<file path="config.mk">
export PLATFORM = sky130hd
export DESIGN_NAME = crc_rx_arq_ctrl_flat
export DESIGN_NICKNAME = d
export VERILOG_FILES = /design/src/rtl/crc_rx_arq_ctrl_pkg.sv /design/src/rtl/crc_rx_arq_ctrl_if.sv /design/src/rtl/crc_rx_arq_ctrl_crc_syndrome.sv /design/src/rtl/crc_rx_arq_ctrl.sv /design/src/flat_wrapper.sv
export SDC_FILE = /design/constraint.sdc
export NUM_CORES = 1
export LEC_CHECK = 0
export CORE_AREA = 2 2 113 115
export CTS_CLUSTER_SIZE = 14
export DETAILED_ROUTE_END_ITERATION = 7
export DIE_AREA = 0 0 115 117
export GPL_TIMING_DRIVEN = 0
export PLACE_DENSITY_LB_ADDON = 0.15
export SYNTH_ARGS = -nofsm -noshare
export SYNTH_HDL_FRONTEND = slang
export SYNTH_SLANG_ARGS = --single-unit
</file>
<file path="constraint.sdc">
create_clock -name clk -period 7.9 [get_ports clk]
set_input_delay 2.37 -clock clk [delete_from_list [all_inputs] [get_ports clk]]
set_output_delay 2.37 -clock clk [all_outputs]
set_load 0.02 [all_outputs]
</file>
<file path="src/rtl/crc_rx_arq_ctrl_pkg.sv">
`default_nettype none
// +----------------------------------------------------------------------+
// | crc_rx_arq_ctrl_pkg : ARQ state encoding and default CRC polynomial  |
// | Rev 1.0                                                              |
// +----------------------------------------------------------------------+
package crc_rx_arq_ctrl_pkg;

    localparam logic [7:0] C_DEFAULT_POLY = 8'h07;

    // Explicit values keep the encoding stable for the transmit-side framer.
    typedef enum logic [2:0] {
        ST_IDLE    = 3'd0,
        ST_CHECK   = 3'd1,
        ST_DELIVER = 3'd2,
        ST_NAK     = 3'd3,
        ST_WAIT    = 3'd4,
        ST_DROP    = 3'd5
    } arq_state_e;

endpackage
`default_nettype wire

</file>
<file path="src/rtl/crc_rx_arq_ctrl_if.sv">
`default_nettype none
// +----------------------------------------------------------------------+
// | crc_rx_arq_ctrl_if : frame in / payload out / status bundle          |
// | Rev 1.0                                                              |
// +----------------------------------------------------------------------+
interface crc_rx_arq_ctrl_if #(
    parameter int BW     = 40,
    parameter int CRC_BW = 8,
    parameter int CNT_W  = 16
);
    logic                   in_valid;
    logic                   in_ready;
    logic [BW+CRC_BW-1:0]   in_frame;
    logic                   out_valid;
    logic                   out_ready;
    logic [BW-1:0]          out_data;
    logic                   ack;
    logic                   nak;
    logic                   drop;
    logic [CNT_W-1:0]       good_cnt;
    logic [CNT_W-1:0]       bad_cnt;

    modport master (
        output in_valid, in_frame, out_ready,
        input  in_ready, out_valid, out_data, ack, nak, drop, good_cnt, bad_cnt
    );

    modport slave (
        input  in_valid, in_frame, out_ready,
        output in_ready, out_valid, out_data, ack, nak, drop, good_cnt, bad_cnt
    );
endinterface
`default_nettype wire

</file>
<file path="src/rtl/crc_rx_arq_ctrl_crc_syndrome.sv">
`default_nettype none
// +----------------------------------------------------------------------+
// | crc_syndrome : combinational CRC remainder of a frame, MSB first     |
// | Rev 1.0                                                              |
// +----------------------------------------------------------------------+
module crc_syndrome
    import crc_rx_arq_ctrl_pkg::*;
#(
    parameter int                BW     = 40,
    parameter int                CRC_BW = 8,
    parameter logic [CRC_BW-1:0] POLY   = C_DEFAULT_POLY
) (
    input  wire logic [BW+CRC_BW-1:0] frame,
    output logic      [CRC_BW-1:0]    syndrome
);

    always_comb begin
        logic [CRC_BW-1:0] w_rem;
        logic              w_fb;
        w_rem = '0;
        w_fb  = 1'b0;
        // Zero-init serial division; a valid codeword leaves no remainder.
        for (int i = BW + CRC_BW - 1; i >= 0; i--) begin
            w_fb  = w_rem[CRC_BW-1] ^ frame[i];
            w_rem = {w_rem[CRC_BW-2:0], 1'b0};
            if (w_fb) begin
                w_rem = w_rem ^ POLY;
            end
        end
        syndrome = w_rem;
    end

endmodule
`default_nettype wire

</file>
<file path="src/rtl/crc_rx_arq_ctrl.sv">
`default_nettype none
// +----------------------------------------------------------------------+
// | crc_rx_arq_ctrl : CRC-checked receive path with NAK/retry/drop ARQ   |
// | Rev 1.0                                                              |
// +----------------------------------------------------------------------+
module crc_rx_arq_ctrl
    import crc_rx_arq_ctrl_pkg::*;
#(
    parameter int                BW        = 40,
    parameter int                CRC_BW    = 8,
    parameter logic [CRC_BW-1:0] POLY      = C_DEFAULT_POLY,
    parameter int                MAX_RETRY = 3,
    parameter int                TIMEOUT   = 64,
    parameter int                CNT_W     = 16
) (
    input  wire logic          clk,
    input  wire logic          rstn,
    crc_rx_arq_ctrl_if.slave   bus
);

    localparam logic [2:0] C_IDLE    = ST_IDLE;
    localparam logic [2:0] C_CHECK   = ST_CHECK;
    localparam logic [2:0] C_DELIVER = ST_DELIVER;
    localparam logic [2:0] C_NAK     = ST_NAK;
    localparam logic [2:0] C_WAIT    = ST_WAIT;
    localparam logic [2:0] C_DROP    = ST_DROP;

    localparam int             C_RW        = $clog2(MAX_RETRY + 1);
    localparam int             C_TW        = $clog2(TIMEOUT);
    localparam logic [C_RW-1:0] C_RETRY_MAX = C_RW'(MAX_RETRY);
    localparam logic [C_TW-1:0] C_TIMER_END = C_TW'(TIMEOUT - 1);

    logic [2:0]             r_state;
    logic [BW+CRC_BW-1:0]   r_frame;
    logic [C_RW-1:0]        r_retry;
    logic [C_TW-1:0]        r_timer;
    logic                   r_out_valid;
    logic [BW-1:0]          r_out_data;
    logic                   r_ack;
    logic                   r_nak;
    logic                   r_drop;
    logic [CNT_W-1:0]       r_good_cnt;
    logic [CNT_W-1:0]       r_bad_cnt;
    logic [CRC_BW-1:0]      w_syndrome;
    logic                   w_in_ready;
    logic                   w_accept;

    crc_syndrome #(
        .BW     (BW),
        .CRC_BW (CRC_BW),
        .POLY   (POLY)
    ) u_syndrome (
        .frame    (r_frame),
        .syndrome (w_syndrome)
    );

    assign w_in_ready = (r_state == C_IDLE) || (r_state == C_WAIT);
    assign w_accept   = bus.in_valid && w_in_ready;

    always_ff @(posedge clk) begin
        if (!rstn) begin
            r_state     <= C_IDLE;
            r_frame     <= '0;
            r_retry     <= '0;
            r_timer     <= '0;
            r_out_valid <= 1'b0;
            r_out_data  <= '0;
            r_ack       <= 1'b0;
            r_nak       <= 1'b0;
            r_drop      <= 1'b0;
            r_good_cnt  <= '0;
            r_bad_cnt   <= '0;
        end else begin
            // Pulses are raised on the edge that enters their state.
            r_ack  <= 1'b0;
            r_nak  <= 1'b0;
            r_drop <= 1'b0;
            case (r_state)
                C_IDLE: begin
                    if (w_accept) begin
                        r_frame <= bus.in_frame;
                        r_state <= C_CHECK;
                    end
                end
                C_CHECK: begin
                    if (w_syndrome == '0) begin
                        r_out_data  <= r_frame[BW+CRC_BW-1:CRC_BW];
                        r_out_valid <= 1'b1;
                        r_ack       <= 1'b1;
                        r_retry     <= '0;
                        if (r_good_cnt != '1) r_good_cnt <= r_good_cnt + 1'b1;
                        r_state     <= C_DELIVER;
                    end else begin
                        if (r_bad_cnt != '1) r_bad_cnt <= r_bad_cnt + 1'b1;
                        if (r_retry < C_RETRY_MAX) begin
                            r_retry <= r_retry + 1'b1;
                            r_nak   <= 1'b1;
                            r_state <= C_NAK;
                        end else begin
                            r_drop  <= 1'b1;
                            r_state <= C_DROP;
                        end
                    end
                end
                C_DELIVER: begin
                    if (bus.out_ready) begin
                        r_out_valid <= 1'b0;
                        r_state     <= C_IDLE;
                    end
                end
                C_NAK: begin
                    r_timer <= '0;
                    r_state <= C_WAIT;
                end
                C_WAIT: begin
                    r_timer <= r_timer + 1'b1;
                    // A retransmission arriving on the timeout cycle wins.
                    if (w_accept) begin
                        r_frame <= bus.in_frame;
                        r_state <= C_CHECK;
                    end else if (r_timer == C_TIMER_END) begin
                        if (r_retry < C_RETRY_MAX) begin
                            r_retry <= r_retry + 1'b1;
                            r_nak   <= 1'b1;
                            r_state <= C_NAK;
                        end else begin
                            r_drop  <= 1'b1;
                            r_state <= C_DROP;
                        end
                    end
                end
                C_DROP: begin
                    r_retry <= '0;
                    r_state <= C_IDLE;
                end
                default: r_state <= C_IDLE;
            endcase
        end
    end

    assign bus.in_ready  = w_in_ready;
    assign bus.out_valid = r_out_valid;
    assign bus.out_data  = r_out_data;
    assign bus.ack       = r_ack;
    assign bus.nak       = r_nak;
    assign bus.drop      = r_drop;
    assign bus.good_cnt  = r_good_cnt;
    assign bus.bad_cnt   = r_bad_cnt;

endmodule
`default_nettype wire

</file>
<file path="src/flat_wrapper.sv">
// flat-port wrapper written by rule: the top's interface ports become plain ports
module crc_rx_arq_ctrl_flat import crc_rx_arq_ctrl_pkg::*;
#(
    parameter int                BW        = 40,
    parameter int                CRC_BW    = 8,
    parameter logic [CRC_BW-1:0] POLY      = C_DEFAULT_POLY,
    parameter int                MAX_RETRY = 3,
    parameter int                TIMEOUT   = 64,
    parameter int                CNT_W     = 16
)
  (clk, rstn, bus_in_valid, bus_in_frame, bus_out_ready, bus_in_ready, bus_out_valid, bus_out_data, bus_ack, bus_nak, bus_drop, bus_good_cnt, bus_bad_cnt);
  crc_rx_arq_ctrl_if #(.BW(BW), .CRC_BW(CRC_BW), .CNT_W(CNT_W)) bus_i ();
  input  wire logic clk;
  input  wire logic rstn;
  input wire logic [$bits(bus_i.in_valid)-1:0] bus_in_valid;
  input wire logic [$bits(bus_i.in_frame)-1:0] bus_in_frame;
  input wire logic [$bits(bus_i.out_ready)-1:0] bus_out_ready;
  output wire logic [$bits(bus_i.in_ready)-1:0] bus_in_ready;
  output wire logic [$bits(bus_i.out_valid)-1:0] bus_out_valid;
  output wire logic [$bits(bus_i.out_data)-1:0] bus_out_data;
  output wire logic [$bits(bus_i.ack)-1:0] bus_ack;
  output wire logic [$bits(bus_i.nak)-1:0] bus_nak;
  output wire logic [$bits(bus_i.drop)-1:0] bus_drop;
  output wire logic [$bits(bus_i.good_cnt)-1:0] bus_good_cnt;
  output wire logic [$bits(bus_i.bad_cnt)-1:0] bus_bad_cnt;
  assign bus_i.in_valid = bus_in_valid;
  assign bus_i.in_frame = bus_in_frame;
  assign bus_i.out_ready = bus_out_ready;
  assign bus_in_ready = bus_i.in_ready;
  assign bus_out_valid = bus_i.out_valid;
  assign bus_out_data = bus_i.out_data;
  assign bus_ack = bus_i.ack;
  assign bus_nak = bus_i.nak;
  assign bus_drop = bus_i.drop;
  assign bus_good_cnt = bus_i.good_cnt;
  assign bus_bad_cnt = bus_i.bad_cnt;
  crc_rx_arq_ctrl #(.BW(BW), .CRC_BW(CRC_BW), .POLY(POLY), .MAX_RETRY(MAX_RETRY), .TIMEOUT(TIMEOUT), .CNT_W(CNT_W)) u_core (.clk(clk), .rstn(rstn), .bus(bus_i));
endmodule
</file>
* Word-level counts from Yosys, hierarchy flattened *
Cells that the tools add are included.

storage, ports and cells
  output and inout bits = 77
  flip-flop bits (word level) = 135
  word-level logic and storage cells = 216
  input port bits = 52

operators by class
  $add $sub $neg = 4
  multiplexer cells = 75
  bitwise operators = 95
  reduce and logical (&&, ||, !) cells = 16
  equal/unequal tests = 14
  magnitude comparators = 1

operators with widths
  cell                                                                      number
  3-bit 2-to-1 mux                                                          54
  3-bit NOT                                                                 47
  1-bit bitwise XOR                                                         42
  16-bit by 1-bit adder with 16-bit output (second input constant)          2
  16-bit inequality test (second input constant)                            2
  3-bit case mux with 5 select lines                                        1
  3-bit AND reduction                                                       5
  6-bit case mux with 2 select lines                                        1
  1-bit 2-to-1 mux                                                          11
  8-bit zero test                                                           1
  2-bit 2-to-1 mux                                                          4
  6-bit by 1-bit adder with 6-bit output (second input constant)            1
  3-bit by 2-bit equality test with 1-bit output (second input constant)    2
  3-bit equality test (second input constant)                               2
  6-bit equality test (second input constant)                               1
  2-bit inequality test (second input constant)                             3
  1-bit case mux with 2 select lines                                        3
  2-bit case mux with 3 select lines                                        1
  2-bit AND reduction                                                       3
  1-bit bitwise XOR (first input constant)                                  5
  2-bit by 1-bit inequality test with 1-bit output (second input constant)  2
  2-bit nonzero test                                                        2
  3-bit by 1-bit equality test with 1-bit output (second input constant)    1
  3-bit zero test                                                           1
  8 further kinds                                                           8

* Longest topological paths before layout *
  depth in word-level cells = 98
  depth in mapped cells = 14
  gate-level depth less buffers = 11

* Cells and area by module *
A second synthesis with hierarchy kept.

second synthesis, totals
  cell total of the unflattened synthesis = 796
  area, all modules = 6,912.9 um^2

by module, submodules not included
  module           area an instance (um^2)  times used  cells an instance  seq. area each (um^2)
  crc_rx_arq_ctrl  5,564.1                  1           687                2,702.6
  crc_syndrome     1,348.8                  1           109                0.0

* Worst setup path before layout *
OpenSTA, ideal clock, no wires.

  path type = register to register
  start = reg u_core.r_frame[37]
  end = reg u_core.r_good_cnt[9] (netlist: u_core.bus.good_cnt[9])
  clock period less this slack = 4.146 ns
  path slack = 3.754 ns
  required time = 7.830 ns
  arrival = 4.076 ns
  library setup time = 0.070 ns
  stages on the path, launching flop included = 13
  buffers on the path = 1
  cell sequence = dfxtp_1 > xor3_2 > xnor3_1 > xnor3_2 > xnor2_1 > xnor2_1 > xnor3_1 > or3_4 > a221oi_4 > nand4_4 > buf_6 > or4_1 > a21oi_1

on the way
  cells in the longest elaborated chain, start to end = 32
  elaborated cells on any way between the ends = 96
  classes of those cells = mux: 34; bitwise: 60; reduce/logical: 2

ends and longest elaborated chain
  what                               RTL line                            source
  start, declared                    crc_rx_arq_ctrl.sv:34               logic [BW+CRC_BW-1:0] r_frame;
  start signal, assigned             crc_rx_arq_ctrl.sv:81               r_frame <= bus.in_frame;
  start signal, assigned             crc_rx_arq_ctrl.sv:119              r_frame <= bus.in_frame;
  1-bit bitwise XOR (*)              crc_rx_arq_ctrl_crc_syndrome.sv:24  w_fb = w_rem[CRC_BW-1] ^ frame[i];
  3-bit 2-to-1 mux (*)               crc_rx_arq_ctrl_crc_syndrome.sv:26  if (w_fb) begin
  3-bit NOT (no line)                n/a
  3-bit 2-to-1 mux                   crc_rx_arq_ctrl_crc_syndrome.sv:26
  3-bit NOT (no line)                n/a
  3-bit 2-to-1 mux                   crc_rx_arq_ctrl_crc_syndrome.sv:26
  1-bit bitwise XOR                  crc_rx_arq_ctrl_crc_syndrome.sv:24
  3-bit 2-to-1 mux                   crc_rx_arq_ctrl_crc_syndrome.sv:26
  [16 not listed]                    n/a
  1-bit bitwise XOR                  crc_rx_arq_ctrl_crc_syndrome.sv:24
  3-bit 2-to-1 mux                   crc_rx_arq_ctrl_crc_syndrome.sv:26
  3-bit NOT (no line)                n/a
  3-bit 2-to-1 mux                   crc_rx_arq_ctrl_crc_syndrome.sv:26
  3-bit NOT (no line)                n/a
  3-bit 2-to-1 mux                   crc_rx_arq_ctrl_crc_syndrome.sv:26
  8-bit zero test (*)                crc_rx_arq_ctrl.sv:86               if (w_syndrome == '0) begin
  3-bit AND reduction (no line) (*)  n/a
  end signal, assigned               crc_rx_arq_ctrl.sv:91               if (r_good_cnt != '1) r_good_cnt <= r_good_cnt + 1'b1;
  end, declared                      crc_rx_arq_ctrl.sv:42               logic [CNT_W-1:0] r_good_cnt;

Mark *: on every way between the ends. The rest lies on a longest branch, timed or not.
A chain may end at the register's enable or synchronous reset.

* Worst setup path in the final report *
  start = reg u_core.r_frame[42]
  end = reg u_core.r_out_data[37] (netlist: u_core.bus.out_data[37])

on the way
  cells in the longest elaborated chain, start to end = 38
  elaborated cells on any way between the ends = 111
  classes of those cells = mux: 39; bitwise: 70; reduce/logical: 2

ends and longest elaborated chain
  what                               RTL line                            source
  1-bit bitwise XOR (*)              crc_rx_arq_ctrl_crc_syndrome.sv:24
  3-bit 2-to-1 mux (*)               crc_rx_arq_ctrl_crc_syndrome.sv:26
  3-bit NOT (no line)                n/a
  3-bit 2-to-1 mux                   crc_rx_arq_ctrl_crc_syndrome.sv:26
  3-bit NOT (no line)                n/a
  3-bit 2-to-1 mux                   crc_rx_arq_ctrl_crc_syndrome.sv:26
  1-bit bitwise XOR                  crc_rx_arq_ctrl_crc_syndrome.sv:24
  3-bit 2-to-1 mux                   crc_rx_arq_ctrl_crc_syndrome.sv:26
  [22 not listed]                    n/a
  1-bit bitwise XOR                  crc_rx_arq_ctrl_crc_syndrome.sv:24
  3-bit 2-to-1 mux                   crc_rx_arq_ctrl_crc_syndrome.sv:26
  3-bit NOT (no line)                n/a
  3-bit 2-to-1 mux                   crc_rx_arq_ctrl_crc_syndrome.sv:26
  3-bit NOT (no line)                n/a
  3-bit 2-to-1 mux                   crc_rx_arq_ctrl_crc_syndrome.sv:26
  8-bit zero test (*)                crc_rx_arq_ctrl.sv:86
  2-bit AND reduction (no line) (*)  n/a
  end signal, assigned               crc_rx_arq_ctrl.sv:87               r_out_data <= r_frame[BW+CRC_BW-1:CRC_BW];
  end, declared                      crc_rx_arq_ctrl.sv:38               logic [BW-1:0] r_out_data;

Marked as above.

==> results.md <==
* WL per Instance at 16.5 um
* Type of origin of the critical path: flip-flop
* Syn-to-layout area delta at 30.7%
* Die width at 115 um
* Final setup viols at 0
* Clk root buf: clkbuf_16
* Fin crit share at 61.0%
* P_leak at 3.54 nW
* Crit path time final at 4.82 ns
* Final Hold Viols at 0
* Std-Cell Core Area at 12300 um^2
* Post-synth EDFFs at 0
* Hold-fix buffers, CTS at 0
* Post-DP HPWL at 12700 um
* Final setup margin at 3.08 ns
* Power after layout at 0.00344 W
* Most common cell after layout, fill and taps aside: dfxtp_1
* CTS tree: yes
* Avg Synthesized Cell Area at 9.02 um^2
* Gate Count Post-Synth at 743
* Synth unique cells at 55
* Synth warn at 0
* Unrepaired setup endpoints after global routing: no
* First-pass GRT wire length at 27700 um
* Clock sink count at 135
* Final instance area at 8760 um^2
* Post-layout nets at 945
* Routed Antenna Nets at 0
* Setup Buffers After CTS at 0
* Pre-CTS setup slack at 3.12 ns
* Post-synthesis adder-cell area fraction at 0.560%
* Worst-margin pin slew at 0.679 ns
* Crit path kind: reg -> reg
* Clk_lat worst skew at 0.42 ns
* Gr ovfl total at 0
* CP required at 8.19 ns
* Clock Skew at 0.00810 ns
* Layout cell share with drive strength beyond 1 at 5.43%
* Worst-path clk slew at 0.05 ns
* Max Root-Sink Buffers at 2
* HP Class: reg -> reg
* Post-Syn Area at 6700 um^2
* Vias in the first global route at 5710
* # DRC at 0
* Post-synthesis sequential area ratio at 40.3%
* Critical path capture point type: flip-flop
* Initial DRC Count at 409
* Gpl congestion at 0.912
* Via count at 5951
* Largest family of logic cells by synthesized area: simple AND/OR/NAND/NOR gates
* Commonest cells after routing, fill and taps aside: dfxtp_1 (135), clkdlybuf4s50_1 (128), nand2_1 (120), a21oi_1 (91), nor2_1 (51)
* Status: finished, final reports clean
* # resized after CTS at 0
* Synth Area in Compound Gates at 13.6%
* Synth Flop Type: dfxtp_1
* TritonCTS buffer count at 17
* Total GRT Usage at 26.1%
* Number of vias per cell at 5.66
* Number of port buffers at 128
* Register bit total from synthesis at 135
* Worst-path maximum fanout at 10
* Worst vdd ir at 0.390 mV
* Ant diodes at 0
* Syn_nets at 798
* Utilization of the core after routing at 71.2%
* Antenna violations before repair at 0
* Simple-gate portion of the synthesized area at 19.0%
* XOR/XNOR share of the synthesized area at 17.0%
* Die height at 117 um
* Slew Viols, Final at 0
* Max Cap Viol at 0
* Total iterations of the first detailed-routing run at 7
* Worst path arrival time at 5.11 ns
* Initial Util at 54.5%
* Die Area at 13500 um^2
* TNS Setup at 0 ns
* H-tree depth at 4
* Slew HR at 54.4%
* Area after DPL at 8170 um^2
* Ys async rst share at 0%
* Post-synthesis mux area share at 5.97%
* FP Rows at 41
* Pwr Density at 393 nW/um^2
* I/O Pins at 129
* Max Clk Rate at 207 MHz
* Pin count of the biggest net entering global routing at 17
* DRT Wirelength at 17400 um
==> synth_stat cells (4+ instances only) <==
cell type,count,area [um^2]
a21oi_1,91,455
and3_1,13,81.3
buf_2,8,40.0
clkbuf_1,40,150
dfxtp_1,135,2700
inv_1,6,22.5
mux2i_1,40,400
nand2_1,120,450
nand3_1,21,105
nand4_1,5,31.3
nor2_1,51,191
nor2b_1,4,25.0
nor3_1,7,35.0
o21ai_0,10,50.1
o31ai_1,25,188
or3_1,9,56.3
or4_1,22,165
xnor2_1,43,377
xnor3_1,17,383
xor2_1,23,201
xor3_1,4,95.1
==> layer usage <==
| metal | up-vias | part of all wire [%] | wire (um) | global-route usage, % |
|---|---|---|---|---|
| met1 | 2815 | 45 | 7900 | 34.1 |
| li1 | 2897 | - | - | - |
| met3 | 33 | 5.1 | 890 | 5.56 |
| met2 | 206 | 48 | 8250 | 42.9 |
| met4 | 0 | 1.9 | 323 | 10.1 |
| met5 | - | 0 | 0 | 0 |
==> path summary, 6_finish.rpt <==
kind | startpoint | endpoint | slack (ns) | depth (start not counted)
setup / recovery | u_core.r_frame[42]$_SDFFE_PN0P_ | u_core.bus.out_data[37]$_SDFFE_PN0P_ | 3.08 | 14
hold / removal | u_core.r_frame[6]$_SDFFE_PN0P_ | u_core.r_frame[6]$_SDFFE_PN0P_ | 0.46 | 2
setup reg to reg | u_core.r_frame[42]$_SDFFE_PN0P_ | u_core.bus.out_data[37]$_SDFFE_PN0P_ | 3.08 | 14
hold reg to reg | u_core.r_frame[6]$_SDFFE_PN0P_ | u_core.r_frame[6]$_SDFFE_PN0P_ | 0.46 | 2
==> cell families after synthesis <==
family / Yosys count
simple gates: 267
compound gates: 149
flops: 135
xor+xnor: 91
buf+inv: 58
mux: 40
fa+ha+maj: 3
==> registers in the layout, indices dropped and copies added, names as in the netlist <==
| signal | count |
|---|---|
| u_core.r_frame | 48 |
| u_core.bus.good_cnt | 16 |
| u_core.r_retry | 2 |
| u_core.bus.bad_cnt | 16 |
| u_core.r_state | 3 |
| u_core.r_timer | 6 |
| u_core.bus.drop | 1 |
| u_core.bus.nak | 1 |
| u_core.bus.ack | 1 |
| u_core.bus.out_data | 40 |
| u_core.bus.out_valid | 1 |
==> per-stage QoR <==
step	cells	hold slack, ns
floorplan	743	0.437
global placement	1021	0.457
detailed placement	1021	0.457
CTS	1052	0.458
global route	1052	0.484
finish	1052	0.457
==> worst max-delay path: stages (launching register included) <==
cell	delay (ns)
dfxtp_1	0.30
clkbuf_1	0.32
xor3_1	0.45
xnor3_1	0.45
xnor3_1	0.51
xor2_1	0.20
xnor2_1	0.55
nor3_1	0.12
o211a_1	0.24
a211o_1	0.36
nand4_1	0.22
buf_2	0.28
buf_2	0.37
mux2i_1	0.26
nor2_1	0.05
==> power breakdown <==
part | total, W | leakage (nW) | internal [W] | switching, W
logic | 0.00189 | 2.16 | 0.000826 | 0.00107
clock network | 0.000789 | 0.286 | 0.000508 | 0.000281
registers | 0.000759 | 1.10 | 0.000720 | 0.0000386
total | 0.00344 | 3.54 | 0.00205 | 0.00139
==> area by class of cell <==
| cell class | instances | area, um^2 |
|---|---|---|
| inverters | 7 | 26.3 |
| clock buffers | 22 | 464 |
| clock inverters | 9 | 125 |
| plain buffers | 51 | 216 |
| well taps | 150 | 188 |
| multi-input cells | 550 | 3760 |
| flip-flops and latches | 135 | 2700 |
| fillers | 982 | 3550 |
| repair buffers | 128 | 1280 |
No activity file was read; power rests on OpenSTA's default activity.
